[src/rtl/ahb_slave_arbiter.sv]
// AHB slave-side arbiter: picks one of MASTER_NUM requesting masters for a
// shared slave, round-robin, with burst protection and a beat quota that
// forces a yield at the next NONSEQ once the owner has used MAX_BEATS beats.

package AHB_package;
  typedef enum logic [1:0] {
    IDLE   = 2'b00,
    BUSY   = 2'b01,
    NONSEQ = 2'b10,
    SEQ    = 2'b11
  } htrans_type;
endpackage

module ahb_slave_arbiter
  import AHB_package::*;
#(
  parameter int unsigned MASTER_NUM = 4,
  parameter int unsigned MS_W       = $clog2(MASTER_NUM),
  parameter int unsigned MAX_BEATS  = 16
) (
  input  logic                  hclk,
  input  logic                  hreset,
  input  logic [MASTER_NUM-1:0] hreq,
  input  htrans_type            htrans_m [MASTER_NUM],
  input  logic                  hreadyout_s,
  output logic                  hsel_s,
  output logic [MASTER_NUM-1:0] hgrant,
  output logic [MS_W-1:0]       haddr_sel,
  output logic [MS_W-1:0]       hdata_sel,
  output logic [MASTER_NUM-1:0] hready_m
);

  localparam int unsigned CNT_W = $clog2(MAX_BEATS + 1);

  typedef enum logic {ARB_IDLE, ARB_OWN} arb_state_e;

  arb_state_e            r_state;
  logic [MASTER_NUM-1:0] r_grant;
  logic [MS_W-1:0]       r_owner;
  logic [MS_W-1:0]       r_ptr;
  logic [MS_W-1:0]       r_dsel;
  logic [CNT_W-1:0]      r_cnt;
  logic                  r_dvalid;

  htrans_type            w_trans;
  logic                  w_own;
  logic                  w_own_req;
  logic                  w_active;
  logic                  w_others;
  logic                  w_release;
  logic                  w_yield;
  logic                  w_sel;
  logic [MASTER_NUM-1:0] w_mask;
  logic [MS_W-1:0]       w_idx;
  logic [MS_W-1:0]       w_win;
  logic                  w_win_found;
  logic [MASTER_NUM-1:0] w_win_oh;
  logic [MS_W-1:0]       w_ptr_next;

  // Owner's transfer classification; yield is computed independent of hreadyout_s
  always_comb begin
    w_own     = (r_state == ARB_OWN);
    w_trans   = htrans_m[r_owner];
    w_own_req = hreq[r_owner];
    w_active  = w_own && w_own_req && ((w_trans == NONSEQ) || (w_trans == SEQ));
    w_others  = |(hreq & ~r_grant);
    w_release = w_own && (!w_own_req || (w_trans == IDLE));
    // SEQ/BUSY never yield, so a burst is never split
    w_yield   = w_own && w_own_req && (w_trans == NONSEQ) &&
                (r_cnt == CNT_W'(MAX_BEATS)) && w_others;
    w_sel     = w_active && !w_yield;
    // A yielding owner is excluded from the next pick
    w_mask    = w_yield ? (hreq & ~r_grant) : hreq;
  end

  // Round-robin pick: first masked requester at or after r_ptr
  always_comb begin
    w_idx       = '0;
    w_win       = '0;
    w_win_found = 1'b0;
    for (int unsigned i = 0; i < MASTER_NUM; i++) begin
      w_idx = MS_W'((32'(r_ptr) + i) % MASTER_NUM);
      if (!w_win_found && w_mask[w_idx]) begin
        w_win       = w_idx;
        w_win_found = 1'b1;
      end
    end
    w_win_oh   = MASTER_NUM'(1) << w_win;
    w_ptr_next = MS_W'((32'(w_win) + 32'd1) % MASTER_NUM);
  end

  // Arbitration FSM with registered grant, pointer, beat counter and data-phase owner
  always_ff @(posedge hclk) begin
    if (hreset) begin
      r_state  <= ARB_IDLE;
      r_grant  <= '0;
      r_owner  <= '0;
      r_ptr    <= '0;
      r_dsel   <= '0;
      r_cnt    <= '0;
      r_dvalid <= 1'b0;
    end else if (hreadyout_s) begin
      if (w_sel) begin
        r_dvalid <= 1'b1;
        r_dsel   <= r_owner;
      end else begin
        r_dvalid <= 1'b0;
      end
      unique case (r_state)
        ARB_IDLE: begin
          if (w_win_found) begin
            r_state <= ARB_OWN;
            r_grant <= w_win_oh;
            r_owner <= w_win;
            r_ptr   <= w_ptr_next;
            r_cnt   <= '0;
          end
        end
        ARB_OWN: begin
          if (w_release || w_yield) begin
            // Hand over at this same edge so there is no dead cycle
            if (w_win_found) begin
              r_grant <= w_win_oh;
              r_owner <= w_win;
              r_ptr   <= w_ptr_next;
            end else begin
              r_state <= ARB_IDLE;
              r_grant <= '0;
            end
            r_cnt <= '0;
          end else if (w_sel && (r_cnt != CNT_W'(MAX_BEATS))) begin
            r_cnt <= r_cnt + 1'b1;
          end
        end
        default: r_state <= ARB_IDLE;
      endcase
    end
  end

  // Slave select and per-master HREADY; a yielding owner is stalled
  always_comb begin
    hsel_s   = w_sel && !hreset;
    hready_m = '1;
    if (!hreset) begin
      for (int unsigned m = 0; m < MASTER_NUM; m++) begin
        if (w_yield && r_grant[m]) begin
          hready_m[m] = 1'b0;
        end else if (r_grant[m] || (r_dvalid && (r_dsel == MS_W'(m)))) begin
          hready_m[m] = hreadyout_s;
        end else begin
          hready_m[m] = !hreq[m];
        end
      end
    end
  end

  assign hgrant    = r_grant;
  assign haddr_sel = r_owner;
  assign hdata_sel = r_dsel;

endmodule

[config.mk]
export PLATFORM = sky130hd
export DESIGN_NAME = ahb_slave_arbiter
export DESIGN_NICKNAME = d
export VERILOG_FILES = /design/src/rtl/ahb_slave_arbiter.sv
export SDC_FILE = /design/constraint.sdc
export NUM_CORES = 1
export LEC_CHECK = 0
export BUFFER_PORTS_ARGS = -buffer_cell sky130_fd_sc_hd__buf_2
export CELL_PAD_IN_SITES_DETAIL_PLACEMENT = 1
export CELL_PAD_IN_SITES_GLOBAL_PLACEMENT = 1
export CORE_MARGIN = 8
export CORE_UTILIZATION = 37
export DETAILED_ROUTE_END_ITERATION = 16
export PLACE_DENSITY_LB_ADDON = 0.1
export SLEW_MARGIN = 25
export SYNTH_ARGS = -nofsm -noshare
export SYNTH_HDL_FRONTEND = slang
export SYNTH_SLANG_ARGS = --single-unit
export TNS_END_PERCENT = 5
[constraint.sdc]
create_clock -name hclk -period 2.5 [get_ports hclk]
set_clock_uncertainty 0.1 [all_clocks]
set_input_delay 0.25 -clock hclk [delete_from_list [all_inputs] [get_ports hclk]]
set_output_delay 0.25 -clock hclk [all_outputs]
set_load 0.05 [all_outputs]
* Word level (Yosys, flattened, before mapping)
Cells that the tools add are included.
Word-level totals: register bits after elaboration 17, latch bits 0, bits in writable memories 0, memory bits (read-only) 0, input port bits 15, output and inout bits 13, logic and storage cells 126, memories kept 0
Cells by class: add/sub/neg operators 5, multipliers 0, divide/modulo/power cells 0, magnitude comparators 6, eq/ne operators 10, shifts and indexed selects 1, multiplexer cells 49, bitwise gates (word level) 4, reductions and logical operators 44
Operators with widths (number):
- $logic_and 1x1->1 | 20
- $mux 1 | 20
- $mux 2 | 10
- $mux 4 | 5
- $lt 2x3->1 const B | 5
- $mux 5 | 3
- $bmux 1 s2 | 5
- $logic_not 1->1 | 10
- $pmux 5 s2 | 1
- $eq 2x2->1 const B | 4
- $pmux 2 s2 | 2
- $pmux 4 s2 | 1
- $logic_or 1x1->1 | 7
- $reduce_and 3->1 | 2
- $add 5x1->5 const B | 1
- $eq 5x5->1 const B | 1
- $ne 5x5->1 const B | 1
- $add 2x1->2 const B | 2
- $add 2x2->2 const B | 2
- $and 4x4->4 | 1
- $bmux 2 s2 | 1
- $logic_not 2->1 | 2
- $not 4->4 | 1
- $reduce_and 2->1 | 2
- other kinds (10) | 10

* Logic depth before layout (Yosys ltp)
depth after elaboration 25, mapped depth 11, gate-level depth less buffers 11

* Worst setup path before layout
OpenSTA, ideal clock, no wires.
kind reg2reg, start point register r_owner[0], in the netlist haddr_sel[0], end point register r_ptr[1], library setup time 86 ps, arrival time 2915 ps, data required time 2314 ps, setup slack -600 ps, stages on the path, launching flop included 9, path buffers 1, clock period less this slack 3100 ps, cells stage by stage dfxtp_1 -> mux4_2 -> buf_2 -> o41ai_4 -> a21boi_1 -> o21a_1 -> or2_1 -> ha_1 -> a211oi_1
Between the ends: cells in the longest elaborated chain, start to end 25, elaborated cells between the ends (all ways) 45, those cells by class add/sub: 1; eq/ne: 2; mux: 25; bitwise: 1; reduce/logical: 16
RTL lines:
- start, declared | RTL line 39 | logic [MS_W-1:0] r_owner;
- start signal, assigned | RTL line 114 | r_owner <= w_win;
- start signal, assigned | RTL line 124 | r_owner <= w_win;
- $not 2->3 (not written as such) | RTL line 63 | w_trans = htrans_m[r_owner];
- $bmux 2 s2 | RTL line 63
- $mux 2 (not written as such) (2 in series) | RTL line 63
- $eq 2x2->1 | RTL line 69 | w_yield = w_own && w_own_req && (w_trans == NONSEQ) &&
- $logic_and 1x1->1 (2 in series) | RTL line 69
- $logic_and 1x1->1 | RTL line 70 | (r_cnt == CNT_W'(MAX_BEATS)) && w_others;
- $mux 4 | RTL line 73 | w_mask = w_yield ? (hreq & ~r_grant) : hreq;
- $bmux 1 s2 | RTL line 83 | if (!w_win_found && w_mask[w_idx]) begin
- [7 not listed]
- $mux 1 | RTL line 83
- $logic_not 1->1 | RTL line 83
- $logic_and 1x1->1 | RTL line 83
- $mux 2 | RTL line 83
- $add 2x1->2 | RTL line 89 | w_ptr_next = MS_W'((32'(w_win) + 32'd1) % MASTER_NUM);
- $mux 2 | RTL line 111, 122
- $mux 2 | RTL line 120 | if (w_release || w_yield) begin
- $pmux 2 s2 | RTL line 109 | unique case (r_state)
- end signal, assigned | RTL line 115 | r_ptr <= w_ptr_next;
- end signal, assigned | RTL line 125 | r_ptr <= w_ptr_next;
- end, declared | RTL line 40 | logic [MS_W-1:0] r_ptr;
Several ways; a longest one is shown, not always the timed one. The select of a mux whose other input is x is not followed. A chain may end at the register's enable or synchronous reset.

* Final worst setup path
start point register r_owner[0], in the netlist haddr_sel[0], end point register r_grant[1], in the netlist hgrant[1]
Between the ends: cells in the longest elaborated chain, start to end 25, elaborated cells between the ends (all ways) 47, those cells by class eq/ne: 3; shift: 1; mux: 26; bitwise: 1; reduce/logical: 16
RTL lines:
- $not 2->3 (not written as such) | RTL line 63
- $bmux 2 s2 | RTL line 63
- $mux 2 (not written as such) (2 in series) | RTL line 63
- $eq 2x2->1 | RTL line 69
- $logic_and 1x1->1 (2 in series) | RTL line 69
- $logic_and 1x1->1 | RTL line 70
- $mux 4 | RTL line 73
- $bmux 1 s2 | RTL line 83
- [7 not listed]
- $mux 1 | RTL line 83
- $logic_not 1->1 | RTL line 83
- $logic_and 1x1->1 | RTL line 83
- $mux 2 | RTL line 83
- $shl 1x2->4 | RTL line 88 | w_win_oh = MASTER_NUM'(1) << w_win;
- $mux 4 | RTL line 122 | if (w_win_found) begin
- $mux 4 | RTL line 120
- $pmux 4 s2 | RTL line 109
- end signal, assigned | RTL line 113 | r_grant <= w_win_oh;
- end signal, assigned | RTL line 123 | r_grant <= w_win_oh;
- end, declared | RTL line 38 | logic [MASTER_NUM-1:0] r_grant;
Several ways; a longest one is shown, not always the timed one. The select of a mux whose other input is x is not followed.

==> metrics.cfg <==
[die]
rows = 22
fp.dieW_um = 77.65
io_pins = 28
die_y_um = 77.65
core_area_sq_um = 3661
start_util = 0.3841
fp.dieArea_sq_um = 6030

[routing]
ant_nets = 0
drt_wl_total_um = 4794
wire_per_inst_um = 18.37
routed_via_density = 5.820
drtPass1Iterations = 4
vias = 1519
drtIter0Drc = 61
drc = 0

[timing]
setup_violations = 13
slew_viol_final = 0
fin_ws_ns = -0.2224
fmax_mhz = 367.3
slew_headroom = 0.5794
post-route-period-util = 1.089
min_period_ns = 2.722
finalHoldViolations = 0
rsz0062_at_grt = true
max_slew.worst_pin.slew_ns = 0.6302

[setup_path]
cp_data_required_time_ns = 2.55
reg2reg_from = haddr_sel[0]
end_kind = register
path_class = register to register
startpoint_type = register
worst-path-max-fanout = 7
startpoint = haddr_sel[0]
arrival_ns = 2.77

[yosys]
yosys_warnings = 0
synth_flop_cell = dfxtp_1
syn_area_sq_um = 1406
synthCells = 160
yosysSeqAreaShare = 0.2420
synthArstFlopShare = 0
synth.ff_latch_count = 17
syn_avg_cell_area_sq_um = 8.790
synth_edf_count = 0
syn-num-nets = 181
synth_cell_types = 50

[final_layout]
final_cells = 261
final_cell_mix = buf_4, buf_2, nand2_1, dfxtp_1
layout-drive-gt1-share = 0.4319
nNetsFinal = 235
diodes = 0
area_growth_pct = 37.10
layout_commonest_cell = buf_4

[global_routing]
grt_overflow_total = 0
grt_pass1_wl_um = 8079
first_global_vias = 1607
antenna_found_initial = 0
grt_usage = 0.1602
grt_max_degree = 22

[min_path]
hp-class = primary input to register
hp-start = hreset

[clocking]
cts_made_buffers = 3
cts.sinks = 17
cts_tree = done
cts_hold_buf = 0
root_buffer = clkbuf_8
cts_buffer_depth = 2
clkLatencyLatePin_ns = 0.25
path_clk_slew_ns = 0.07
htreeDepth = 1

[pwr]
p_leak_nw = 0.7875
ir_drop_mv = 0.1976
power_density_nw_per_um2 = 432.5

[placed_design]
port_buffers = 27
pre_cts_slack_ns = -0.2208
gp_congestion = 0.8401
placed_cells = 252
dp_hpwl_um = 3642

[status]
outcome = finished with violations
failed_checks = negative setup slack

[job]
max_cap_violations = 0

-- cell type report --
type,instances,area (sq um)
clock buffer,4,45.04
fill,451,1733
inverter,9,33.78
multi-input combinational,127,1062
sequential,17,350.3
tap,48,60.06
timing repair buffer,56,376.6
-- path summary, 6_finish.rpt --
kind | to | slack (ns) | cells after the start
worst min register to register | r_dvalid | 0.43 | 2
worst min-delay path | hdata_sel[1] | 0.26 | 2
worst max-delay path | hgrant[1] | -0.22 | 8
worst max register to register | hgrant[1] | -0.22 | 8
-- through the flow --
| stage | total power, W | setup TNS (ns) | instance area, sq um | hold slack, ns | utilization |
|---|---|---|---|---|---|
| after floorplan | 0.0004960 | -0.5492 | 1423 | 0.2789 | - |
| after global placement | 0.0005851 | -0.4986 | 1757 | 0.4093 | 0.4798 |
| final | 0.0008339 | -1.437 | 1928 | 0.2574 | 0.5267 |
| after global routing | 0.0008779 | -3.720 | 1928 | 0.2640 | 0.5267 |
| after detailed placement | 0.0005943 | -1.162 | 1757 | 0.4227 | 0.4798 |
| after CTS | 0.0008309 | -1.606 | 1893 | 0.2538 | 0.5171 |
-- critical path, cell delays in order (launching register included) --
cell and delay [ns]:
dfxtp_4 0.39, mux4_2 0.65, o41ai_2 0.47, buf_4 0.20, o21a_1 0.17, or2_1 0.16
ha_2 0.18, nand2_1 0.06, o311ai_2 0.25
-- layer usage --
metal / GRT usage / part of all wire / vias up
li1: - / - / 726
met1: 0.2021 / 0.46 / 758
met2: 0.2723 / 0.49 / 31
met3: 0.03226 / 0.040 / 4
met4: 0.03396 / 0.0065 / 0
met5: 0 / 0 / -
-- power by group --
| group | switching [W] | internal (W) |
|---|---|---|
| Sequential | 0.0000181 | 0.000286 |
| Clock | 0.0000984 | 0.000113 |
| Combinational | 0.000194 | 0.000124 |
| Total | 0.000310 | 0.000524 |
-- cell usage after synthesis (all sizes together), types with 3 or more instances --
| master | number | area share |
|---|---|---|
| a21oi | 8 | 0.028 |
| mux2i | 3 | 0.021 |
| nand3 | 10 | 0.044 |
| nand2 | 14 | 0.039 |
| o311ai | 6 | 0.037 |
| nor2 | 10 | 0.027 |
| ha | 6 | 0.053 |
| o41ai | 6 | 0.088 |
| dfxtp | 17 | 0.24 |
| a311oi | 3 | 0.028 |
| inv | 9 | 0.024 |
| nand4 | 8 | 0.036 |
| o21a | 3 | 0.016 |
| nor2b | 6 | 0.027 |
| nand2b | 3 | 0.013 |
| a21boi | 3 | 0.016 |
| o21ai | 9 | 0.032 |
| clkbuf | 5 | 0.013 |
| mux4 | 3 | 0.048 |
-- state kept, by name, indices dropped and copies added, names as in the netlist --
name       flops
r_cnt          5
haddr_sel      2
r_ptr          2
hdata_sel      2
r_dvalid       1
r_state        1
hgrant         4
-- what timing repair did --
item                                    CTS  global route
resized for setup                        14            10
pin swaps                                 6             1
endpoints found under the setup margin   13            19
setup buffers                             5             0
hold endpoints to repair                  0             0
-- cells by family after synthesis --
kind of cell    after synthesis  share of synthesized area
fa+ha+maj                     6                    0.05338
buf+inv                      16                    0.04893
simple gates                 64                     0.2536
mux                           7                    0.07740
flops                        17                     0.2420
compound gates               50                     0.3247
Note: power is estimated with default switching activity, not from simulation.
